--- src/rtl/j1_pkg.sv ---
// Shared definitions for the J1 boot sequencer.
//   BOOT_MAGIC   : first byte of every program image frame
//   ADDR_W_DEF   : default word-address width of the J1 program RAM
//   boot_state_t : sequencer states
//   takes_bytes  : states in which the byte stream may be accepted
//   is_busy      : states reported on busy_o (frame in progress or releasing)
package j1_pkg;

   localparam logic [7:0]  BOOT_MAGIC = 8'hA5;
   localparam int unsigned ADDR_W_DEF = 13;

   typedef enum logic [3:0] {
      ST_MAGIC,
      ST_CNT_LO,
      ST_CNT_HI,
      ST_DAT_LO,
      ST_DAT_HI,
      ST_CSUM,
      ST_RELEASE,
      ST_RUN,
      ST_ERROR
   } boot_state_t;

   function automatic logic takes_bytes(input boot_state_t s);
      return (s == ST_MAGIC)  || (s == ST_CNT_LO) || (s == ST_CNT_HI) ||
             (s == ST_DAT_LO) || (s == ST_DAT_HI) || (s == ST_CSUM);
   endfunction

   function automatic logic is_busy(input boot_state_t s);
      return (s == ST_CNT_LO) || (s == ST_CNT_HI) || (s == ST_DAT_LO) ||
             (s == ST_DAT_HI) || (s == ST_CSUM)   || (s == ST_RELEASE);
   endfunction

endpackage

--- src/rtl/j1_boot_ctrl_if.sv ---
// Byte-stream input and J1 program-load bus of the boot sequencer.
//   in_data/in_valid/in_ready : image byte stream, transfer on valid & ready
//   pgm_addr/pgm_data/pgm_we  : J1 program-load port (byte address, word, strobe)
// Modports:
//   master : host side (drives bytes, observes the load port)
//   slave  : boot sequencer side
interface j1_boot_ctrl_if;

   logic [7:0]  in_data;
   logic        in_valid;
   logic        in_ready;
   logic [15:0] pgm_addr;
   logic [15:0] pgm_data;
   logic        pgm_we;

   modport master (
      output in_data, in_valid,
      input  in_ready, pgm_addr, pgm_data, pgm_we
   );

   modport slave (
      input  in_data, in_valid,
      output in_ready, pgm_addr, pgm_data, pgm_we
   );

endinterface

--- src/rtl/j1_boot_word_asm.sv ---
// Little-endian byte-pair to 16-bit word assembler for the J1 program port.
// The low byte is latched on lo_en_i; on hi_en_i the word {byte_i, low} and
// the byte address {index_i, 0} are registered and pgm_we_o is raised for
// exactly the following cycle. Address and data hold between writes.
// Ports:
//   sys_clk_i, sys_rst_n_i : clock, asynchronous active-low reset
//   abort_i                : suppresses any latch or write this cycle
//   lo_en_i, hi_en_i       : accepted low / high data byte strobes
//   byte_i                 : accepted byte
//   index_i                : word index of the word being completed
//   pgm_addr_o, pgm_data_o, pgm_we_o : J1 program-load port
module j1_boot_word_asm #(
   parameter int unsigned ADDR_W = 13
) (
   input  logic              sys_clk_i,
   input  logic              sys_rst_n_i,
   input  logic              abort_i,
   input  logic              lo_en_i,
   input  logic              hi_en_i,
   input  logic [7:0]        byte_i,
   input  logic [ADDR_W-1:0] index_i,
   output logic [15:0]       pgm_addr_o,
   output logic [15:0]       pgm_data_o,
   output logic              pgm_we_o
);

   logic [7:0]  lo_reg;
   logic [15:0] addr_reg;
   logic [15:0] data_reg;
   logic        we_reg;
   logic [7:0]  lane [2];
   logic [15:0] word;

   // Lane 0 is the stored low byte, lane 1 is the high byte arriving now.
   generate
      for (genvar gi = 0; gi < 2; gi++) begin : g_lane
         if (gi == 0) begin : g_lo
            assign lane[gi] = lo_reg;
         end else begin : g_hi
            assign lane[gi] = byte_i;
         end
      end
   endgenerate

   assign word = {lane[1], lane[0]};

   always_ff @(posedge sys_clk_i or negedge sys_rst_n_i) begin
      if (!sys_rst_n_i) begin
         lo_reg   <= 8'h00;
         addr_reg <= 16'h0000;
         data_reg <= 16'h0000;
         we_reg   <= 1'b0;
      end else begin
         we_reg <= hi_en_i & ~abort_i;
         if (lo_en_i && !abort_i) begin
            lo_reg <= byte_i;
         end
         if (hi_en_i && !abort_i) begin
            data_reg <= word;
            addr_reg <= 16'({index_i, 1'b0});
         end
      end
   end

   assign pgm_addr_o = addr_reg;
   assign pgm_data_o = data_reg;
   assign pgm_we_o   = we_reg;

endmodule

--- src/rtl/j1_boot_ctrl.sv ---
// Boot sequencer for the J1 core. Holds the CPU in reset, receives the
// framed image  A5, count_lo, count_hi, count x (lo, hi), csum  and writes
// each word to the J1 program port. A zero 8-bit sum over every byte after
// the magic byte (csum included) releases the CPU RELEASE_DLY+1 cycles after
// the csum byte is taken; a bad count or checksum parks in ERROR until
// load_req_i. load_req_i restarts the sequencer from any state.
// Ports:
//   sys_clk_i, sys_rst_n_i : clock, asynchronous active-low reset
//   bus        : byte stream in, program-load port out (slave modport)
//   load_req_i : 1-cycle pulse, abort and await a new image
//   cpu_rst_o  : J1 reset, high in every state except RUN
//   busy_o     : frame in progress or releasing
//   done_o     : 1-cycle pulse on RELEASE -> RUN
//   err_o      : sticky error, cleared by load_req_i or reset
module j1_boot_ctrl
   import j1_pkg::*;
#(
   parameter int unsigned ADDR_W        = ADDR_W_DEF,
   parameter int unsigned RELEASE_DLY   = 4,
   parameter bit          BOOT_ON_RESET = 1'b1
) (
   input  logic          sys_clk_i,
   input  logic          sys_rst_n_i,
   j1_boot_ctrl_if.slave bus,
   input  logic          load_req_i,
   output logic          cpu_rst_o,
   output logic          busy_o,
   output logic          done_o,
   output logic          err_o
);

   localparam int unsigned MAX_WORDS   = 1 << ADDR_W;
   localparam boot_state_t RESET_STATE = BOOT_ON_RESET ? ST_MAGIC : ST_RUN;

   boot_state_t       state_reg, state_next;
   logic [15:0]       count_reg, count_next;
   logic [7:0]        sum_reg, sum_next;
   logic [ADDR_W-1:0] index_reg, index_next;
   logic [7:0]        dly_reg, dly_next;
   logic              cpu_rst_reg;
   logic              done_reg;
   logic              err_reg;

   logic              in_ready;
   logic              accept;
   logic              lo_en;
   logic              hi_en;
   logic [7:0]        sum_plus;
   logic [15:0]       cnt_word;

   // load_req_i drops ready so a byte presented with it is never consumed.
   assign in_ready     = takes_bytes(state_reg) & ~load_req_i;
   assign bus.in_ready = in_ready;
   assign accept       = bus.in_valid & in_ready;
   assign sum_plus     = sum_reg + bus.in_data;
   assign cnt_word     = {bus.in_data, count_reg[7:0]};

   always_comb begin
      state_next = state_reg;
      count_next = count_reg;
      sum_next   = sum_reg;
      index_next = index_reg;
      dly_next   = dly_reg;
      lo_en      = 1'b0;
      hi_en      = 1'b0;

      if (load_req_i) begin
         state_next = ST_MAGIC;
         sum_next   = 8'h00;
         index_next = '0;
      end else begin
         case (state_reg)
            ST_MAGIC: begin
               // Anything other than the magic byte is consumed and dropped.
               if (accept && bus.in_data == BOOT_MAGIC) begin
                  state_next = ST_CNT_LO;
                  sum_next   = 8'h00;
               end
            end
            ST_CNT_LO: begin
               if (accept) begin
                  count_next = {8'h00, bus.in_data};
                  sum_next   = sum_plus;
                  state_next = ST_CNT_HI;
               end
            end
            ST_CNT_HI: begin
               if (accept) begin
                  count_next = cnt_word;
                  sum_next   = sum_plus;
                  index_next = '0;
                  if (cnt_word == 16'h0000 || 32'(cnt_word) > MAX_WORDS) begin
                     state_next = ST_ERROR;
                  end else begin
                     state_next = ST_DAT_LO;
                  end
               end
            end
            ST_DAT_LO: begin
               if (accept) begin
                  lo_en      = 1'b1;
                  sum_next   = sum_plus;
                  state_next = ST_DAT_HI;
               end
            end
            ST_DAT_HI: begin
               if (accept) begin
                  hi_en      = 1'b1;
                  sum_next   = sum_plus;
                  index_next = index_reg + 1'b1;
                  // Compared wide: the index of the last word may wrap.
                  if (32'(index_reg) + 32'd1 == 32'(count_reg)) begin
                     state_next = ST_CSUM;
                  end else begin
                     state_next = ST_DAT_LO;
                  end
               end
            end
            ST_CSUM: begin
               if (accept) begin
                  sum_next = sum_plus;
                  if (sum_plus == 8'h00) begin
                     state_next = ST_RELEASE;
                     dly_next   = 8'(RELEASE_DLY);
                  end else begin
                     state_next = ST_ERROR;
                  end
               end
            end
            ST_RELEASE: begin
               if (dly_reg == 8'h00) begin
                  state_next = ST_RUN;
               end else begin
                  dly_next = dly_reg - 8'd1;
               end
            end
            ST_RUN, ST_ERROR: begin
               state_next = state_reg;
            end
            default: begin
               state_next = RESET_STATE;
            end
         endcase
      end
   end

   always_ff @(posedge sys_clk_i or negedge sys_rst_n_i) begin
      if (!sys_rst_n_i) begin
         state_reg   <= RESET_STATE;
         count_reg   <= 16'h0000;
         sum_reg     <= 8'h00;
         index_reg   <= '0;
         dly_reg     <= 8'h00;
         cpu_rst_reg <= BOOT_ON_RESET;
         done_reg    <= 1'b0;
         err_reg     <= 1'b0;
      end else begin
         state_reg   <= state_next;
         count_reg   <= count_next;
         sum_reg     <= sum_next;
         index_reg   <= index_next;
         dly_reg     <= dly_next;
         // Registered from the next state so the CPU is held from the same
         // edge that leaves RUN and released on the edge that enters it.
         cpu_rst_reg <= (state_next != ST_RUN);
         done_reg    <= (state_reg == ST_RELEASE) && (state_next == ST_RUN);
         err_reg     <= load_req_i ? 1'b0 : (err_reg | (state_next == ST_ERROR));
      end
   end

   j1_boot_word_asm #(
      .ADDR_W (ADDR_W)
   ) u_word_asm (
      .sys_clk_i   (sys_clk_i),
      .sys_rst_n_i (sys_rst_n_i),
      .abort_i     (load_req_i),
      .lo_en_i     (lo_en),
      .hi_en_i     (hi_en),
      .byte_i      (bus.in_data),
      .index_i     (index_reg),
      .pgm_addr_o  (bus.pgm_addr),
      .pgm_data_o  (bus.pgm_data),
      .pgm_we_o    (bus.pgm_we)
   );

   assign cpu_rst_o = cpu_rst_reg;
   assign busy_o    = is_busy(state_reg);
   assign done_o    = done_reg;
   assign err_o     = err_reg;

endmodule

--- src/flat_wrapper.sv ---
// flat-port wrapper written by rule: the top's interface ports become plain ports
module j1_boot_ctrl_flat import j1_pkg::*;
#(
   parameter int unsigned ADDR_W        = ADDR_W_DEF,
   parameter int unsigned RELEASE_DLY   = 4,
   parameter bit          BOOT_ON_RESET = 1'b1
)
  (sys_clk_i, sys_rst_n_i, load_req_i, cpu_rst_o, busy_o, done_o, err_o, bus_in_data, bus_in_valid, bus_in_ready, bus_pgm_addr, bus_pgm_data, bus_pgm_we);
  j1_boot_ctrl_if bus_i ();
  input  logic sys_clk_i;
  input  logic sys_rst_n_i;
  input  logic load_req_i;
  output logic cpu_rst_o;
  output logic busy_o;
  output logic done_o;
  output logic err_o;
  input wire logic [$bits(bus_i.in_data)-1:0] bus_in_data;
  input wire logic [$bits(bus_i.in_valid)-1:0] bus_in_valid;
  output wire logic [$bits(bus_i.in_ready)-1:0] bus_in_ready;
  output wire logic [$bits(bus_i.pgm_addr)-1:0] bus_pgm_addr;
  output wire logic [$bits(bus_i.pgm_data)-1:0] bus_pgm_data;
  output wire logic [$bits(bus_i.pgm_we)-1:0] bus_pgm_we;
  assign bus_i.in_data = bus_in_data;
  assign bus_i.in_valid = bus_in_valid;
  assign bus_in_ready = bus_i.in_ready;
  assign bus_pgm_addr = bus_i.pgm_addr;
  assign bus_pgm_data = bus_i.pgm_data;
  assign bus_pgm_we = bus_i.pgm_we;
  j1_boot_ctrl #(.ADDR_W(ADDR_W), .RELEASE_DLY(RELEASE_DLY), .BOOT_ON_RESET(BOOT_ON_RESET)) u_core (.sys_clk_i(sys_clk_i), .sys_rst_n_i(sys_rst_n_i), .bus(bus_i), .load_req_i(load_req_i), .cpu_rst_o(cpu_rst_o), .busy_o(busy_o), .done_o(done_o), .err_o(err_o));
endmodule
--- config.mk ---
export PLATFORM = sky130hd
export DESIGN_NAME = j1_boot_ctrl_flat
export DESIGN_NICKNAME = d
export VERILOG_FILES = /design/src/rtl/j1_pkg.sv /design/src/rtl/j1_boot_ctrl_if.sv /design/src/rtl/j1_boot_word_asm.sv /design/src/rtl/j1_boot_ctrl.sv /design/src/flat_wrapper.sv
export SDC_FILE = /design/constraint.sdc
export NUM_CORES = 1
export LEC_CHECK = 0
export BUFFER_PORTS_ARGS = -buffer_cell sky130_fd_sc_hd__buf_2
export CORE_MARGIN = 2
export CORE_UTILIZATION = 51
export CTS_BUF_LIST = sky130_fd_sc_hd__clkbuf_4
export DETAILED_ROUTE_END_ITERATION = 16
export PLACE_DENSITY = 0.74
export SYNTH_ARGS = -nofsm -noshare
export SYNTH_HDL_FRONTEND = slang
export SYNTH_SLANG_ARGS = --single-unit
--- constraint.sdc ---
create_clock -name sys_clk_i -period 2.4 [get_ports sys_clk_i]
set_input_delay 0.24 -clock sys_clk_i [delete_from_list [all_inputs] [get_ports sys_clk_i]]
set_output_delay 0.24 -clock sys_clk_i [all_outputs]
set_load 0.05 [all_outputs]
-- After elaboration in Yosys (flattened, before gate mapping)
Index checks and enable logic that the tools add are counted.
- add/subtract/negate cells: 4
- $lt $le $gt $ge: 1
- equal/unequal tests: 22
- mux-type cells: 33
- bitwise gates (word level): 6
- reduce and logical (&&, ||, !) cells: 31
- operators by type and width (cell ; number):
    $mux W8 ; 6
    $mux W4 ; 10
    $mux W13 ; 3
    $eq A32 B16 Y1 ; 1
    $mux W16 ; 2
    $pmux W16 S2 ; 1
    $pmux W4 S8 ; 1
    $pmux W8 S2 ; 2
    $pmux W13 S2 ; 1
    $eq A4 B3 Y1 const B ; 5
    $gt A16 B14 Y1 const B ; 1
    $logic_not A16 Y1 ; 1
    $logic_not A8 Y1 ; 2
    $add A13 B1 Y14 const B ; 1
    $add A13 B1 Y13 const B ; 1
    $logic_or A1 B1 Y1 ; 11
    $add A8 B8 Y8 ; 1
    $eq A4 B2 Y1 const B ; 2
    $eq A4 B4 Y1 const B ; 2
    $eq A8 B8 Y1 const B ; 1
    $ne A2 B1 Y1 const B ; 4
    $reduce_and A4 Y1 ; 2
    $sub A8 B1 Y8 const B ; 1
    $mux W1 ; 6
    other kinds (19) ; 29
- flip-flop bits (word level): 90
- bits of input ports: 12

-- Logic depth before layout (Yosys ltp)
- depth after elaboration: 15
- gate-level depth with buffers: 11

-- Cells and area by module
From an unflattened synthesis, not the netlist that was laid out.
- cells, all modules: 447
- area total of the unflattened synthesis: 4967.3 um^2
- modules (own cells, without submodules) (module ; instances ; cells an instance ; area each (um^2) ; seq. area each (um^2)):
    j1_boot_ctrl ; 1 ; 362 ; 3399.5 ; 1302.5
    j1_boot_word_asm ; 1 ; 85 ; 1567.8 ; 950.9

-- Worst setup path after synthesis
OpenSTA, ideal clock, no wires.
- path kind: register to register
- start point: register u_core.sum_reg[0]
- end point: register u_core.dly_reg[0]
- setup time: 0.083 ns
- data arrival time: 2.339 ns
- setup slack: -0.022 ns
- cell stages (with the launch flop): 12
- path buffers: 1
- period minus slack after synthesis: 2.422 ns
- cells stage by stage: dfrtp_1 ha_1 inv_1 fa_1 nand2b_1 a2111o_1 o311ai_1 nor2_1 and4_1 clkbuf_1 or3_1 o21ai_0
- cells in the longest elaborated chain, start to end: 4
- RTL lines (item ; RTL line ; text):
    start, declared ; j1_boot_ctrl.sv:37 ; logic [7:0] sum_reg, sum_next;
    start signal, assigned ; j1_boot_ctrl.sv:160 ; sum_reg <= sum_next;
    $add A8 B8 Y8 ; j1_boot_ctrl.sv:55 ; assign sum_plus = sum_reg + bus.in_data;
    $logic_not A8 Y1 ; j1_boot_ctrl.sv:122 ; if (sum_plus == 8'h00) begin
    $ne A2 B1 Y1 (no line) ; -- ;
    $reduce_and A5 Y1 (no line) ; -- ;
    end signal, assigned ; j1_boot_ctrl.sv:162 ; dly_reg <= dly_next;
    end, declared ; j1_boot_ctrl.sv:39 ; logic [7:0] dly_reg, dly_next;
No other way between the ends.
A chain may end at the register's enable or synchronous reset.

-- Worst setup path in the final report
Ends and elaborated chain as after synthesis.

==> impl_results.md <==
* CP bufs+invs at 1
* Final hold vios at 0
* Failing checks: negative setup slack
* Clk pwr share at 29.9%
* First-pass GRT wire length at 19.84 mm
* Clk_lat worst skew at between 400 and 500 ps
* Critical Path Max Stage Delay at a little over 400 ps
* Number of flops mapped to enable cells by yosys at 0
* Top Ports at 50
* Area contributors post-synth: dfrtp_1, nand2_1, o21ai_0
* DR vias at approximately 4,200
* Crit path max fanout at 3
* Synth warn at 0
* Antenna violations before repair at 0
* Die Footprint at between 0.01 and 0.015 mm2
* Most frequent cells after synthesis: nand2_1, dfrtp_1, o21ai_0
* Routed wire length at between 10 and 15 mm
* CTS clock-pin slew for the worst setup and hold paths at roughly 160 ps
* DRC Markers at 0
* Delay-heaviest family, CP: simple AND/OR/NAND/NOR gates
* CP Data Required Time at roughly 2800 ps
* Starting Density at a little over half
* Critical Path End Type: flip-flop
* Total CTS buffers at 9
* Ys flop type: dfrtp_1
* FILL cells at approximately 800
* CTS tree: done
* Sw power at between 800 and 900 uW
* Cell Count Post-Placement at roughly 740
* P_int at ~1900 uW
* Critical path data arrival time at about 2800 ps
* Util after Layout at between 60% and 70%
* Endpoints failing setup at 1
* Slew Limit Headroom at roughly 38%
* CTS H-tree lvls at 3
* Max Cap Viol at 0
* Final Max Slew Viols at 0
* Vias per inst at between 5 and 6
* Hold Crit Class: in2reg
* Syn Area/Cell at around 9.1 um2
* Worst-path cell chain: ha_2, inv_2, fa_2, nand2b_4, a2111o_1, o311ai_4, nor2_1, and4_1, or3_1, o21ai_1
* Vias in the first global route at roughly 4,200
* Core area at between 0.009 and 0.01 mm2
* VDD IR max at 0.2965 mV
* Min Tclk post-route at between 2000 and 2500 ps
* Clk sinks at 90
* Estimated wirelength of the detail-placed design at 8.701 mm
* Crit path kind: reg2reg
* F_max at between 0.4 and 0.5 GHz
* Top-area cell type share of the netlist area at 45.03%
* Die height at 102.5 um
* Die Width at 102.5 um
* Final Worst Setup Slack at -39.05 ps
* DRT iter0 DRCs at roughly 250
* Slew of the pin with the lowest slew margin at between 900 and 1000 ps
* Final Instance Count excl. Fillers at 753
* Core Rows at 35
* Count leader, synth: nand2_1
* Final instance area at between 0.005 and 0.006 mm2
* Drt pass-1 iters at 5
* Critical path startpoint category: flip-flop
* Maximum root-to-sink buffer count at 2
* Switching Fraction at about 30%
* GPL Wtd Cong at approximately 0.86
* GRT Overall Usage at 24.16%
* Routed len/inst at ~16 um
* Total congestion overflow at 0
* Final ANT Viol Nets at 0
* Comb pwr share at roughly 12%
* Yosys reg bits at 90
* Synth cell types at 67
* Post-synth ARST share at 100.0%
* Layout cell share with drive strength beyond 1 at between 20% and 30%
* Slowest cell on crit path: a2111o_1
* Layout area overhead at 18.67%
* # diodes at 0
* RSZ-0062 raised after global routing: true
* IO buf count at between 40 and 50
* Fin crit share at 101.6%
* Reg power frac at about three fifths
* Area leader, netlist: dfrtp_1
* Final Skew at 18.61 ps
* Outcome: finished, violations left
* Pwr Density at approximately 460 mW/mm2
* Net count reported at finish at between 600 and 700
* LEAKAGE at approximately 0.0029 uW
* Mapped Cells at approximately 540
* Area post-placement at approximately 0.0056 mm2
* Sequential fraction of the synthesis area at 45.56%
* Pin count of the biggest net entering global routing at 67
* Root buffer cell: clkbuf_4
* Cell Area, Synth at between 0.004 and 0.005 mm2
==> layer usage <==
| metal | wire [um] | part of all wire, % | global-route usage, % |
|---|---|---|---|
| met1 | 5208 | 43 | 31.84 |
| met2 | 6163 | 51 | 40.57 |
| met3 | 470 | 3.9 | 3.694 |
| met4 | 226 | 1.9 | 8.615 |
| met5 | 0 | 0 | 0 |
==> area by class of cell <==
class / count / area, um2 / area share (%)
multi-input combinational: 405 / 2628 / 44.77
clock inverter: 7 / 58.81 / 1.002
clock buffer: 9 / 67.56 / 1.151
sequential: 90 / 2255 / 38.41
timing repair buffer: 96 / 635.6 / 10.83
inverter: 17 / 63.81 / 1.087
tap: 129 / 161.4 / 2.750
==> worst paths after layout <==
path | cells past startpoint | end | startpoint | slack (ps)
worst min register to register | 2 | u_core.u_word_asm.pgm_data_o[2] | u_core.u_word_asm.lo_reg[2] | 460
min in group asynchronous | 2 | u_core.u_word_asm.pgm_addr_o[2] | sys_rst_n_i | 200
worst max-delay path | 10 | u_core.dly_reg[0] | u_core.sum_reg[0] | -40
worst min-delay path | 3 | u_core.u_word_asm.pgm_data_o[15] | bus_in_data[7] | 60
worst max register to register | 10 | u_core.dly_reg[0] | u_core.sum_reg[0] | -40
max in group asynchronous | 3 | u_core.cpu_rst_o | sys_rst_n_i | 1530
==> tightest hold or removal path, stage by stage <==
cell and delay (ps):
buf_2 150, nand2_1 70, nand2_1 40
==> cells in the final DEF, fill, tap and decap left out, types with 4 or more instances in the layout <==
master | netlist | layout
ha_1 | 10 | 7
buf_4 | 7 | 48
o21ai_0 | 37 | 35
o31ai_1 | 7 | 7
and3_1 | 7 | 7
and2_1 | 5 | 4
nand2b_1 | 8 | 7
o21ba_2 | 4 | 4
inv_1 | 16 | 15
a21oi_1 | 11 | 9
a22o_1 | 6 | 6
nor3_1 | 17 | 17
xnor2_1 | 19 | 18
clkbuf_4 | 0 | 9
mux2_2 | 8 | 8
a31oi_1 | 5 | 5
o21ai_1 | 6 | 8
nor4_1 | 7 | 5
xor2_1 | 12 | 11
nand2_1 | 126 | 126
or3_1 | 8 | 8
dfrtp_1 | 89 | 88
nand3_1 | 7 | 7
nor2_1 | 26 | 26
nor2b_1 | 8 | 7
nand4_1 | 6 | 6
buf_2 | 9 | 45
==> power by group through the flow <==
stage	combinational, uW	clock (uW)	sequential, uW
after global placement	289	0	1590
after floorplan	109	0	1660
after detailed placement	295	0	1590
after global routing	336	893	1570
after CTS	299	820	1570
final	308	800	1570
==> through the flow <==
| step | total power [uW] | setup TNS [ps] | setup WS (ps) | hold slack [ps] |
|---|---|---|---|---|
| 5_1_grt | 2799 | -383.3 | -119.4 | 31.70 |
| 3_5_place_dp | 1889 | -262.2 | -99.39 | 168.2 |
| 4_1_cts | 2685 | 0 | 0.06350 | 49.86 |
| 3_3_place_gp | 1881 | -42.52 | -42.52 | 166.1 |
| 2_1_floorplan | 1772 | 0 | 15.07 | -55.59 |
| 6_report | 2674 | -39.05 | -39.05 | 62.75 |
==> cell families after synthesis <==
| kind of cell | count (synthesis) | share of synthesized area (%) |
|---|---|---|
| AOI/OAI and AO/OA | 103 | 14.29 |
| DFF | 90 | 45.56 |
| muxes | 8 | 1.821 |
| and+or+nand+nor | 248 | 24.41 |
| other | 1 | 0.07582 |
| adders and majority gates | 11 | 2.934 |
| xor gates and xnor gates | 32 | 5.945 |
| buffers and inverters | 49 | 4.958 |
==> what timing repair did <==
item | in CTS | in global routing
endpoints found under the setup margin | 8 | 8
endpoints found under the hold margin | 24 | 0
pin swaps | 0 | 5
buffers inserted | 0 | 1
resized for setup | 4 | 26
hold buffers | 1 | 0
Power figures use the tool's default switching activity.
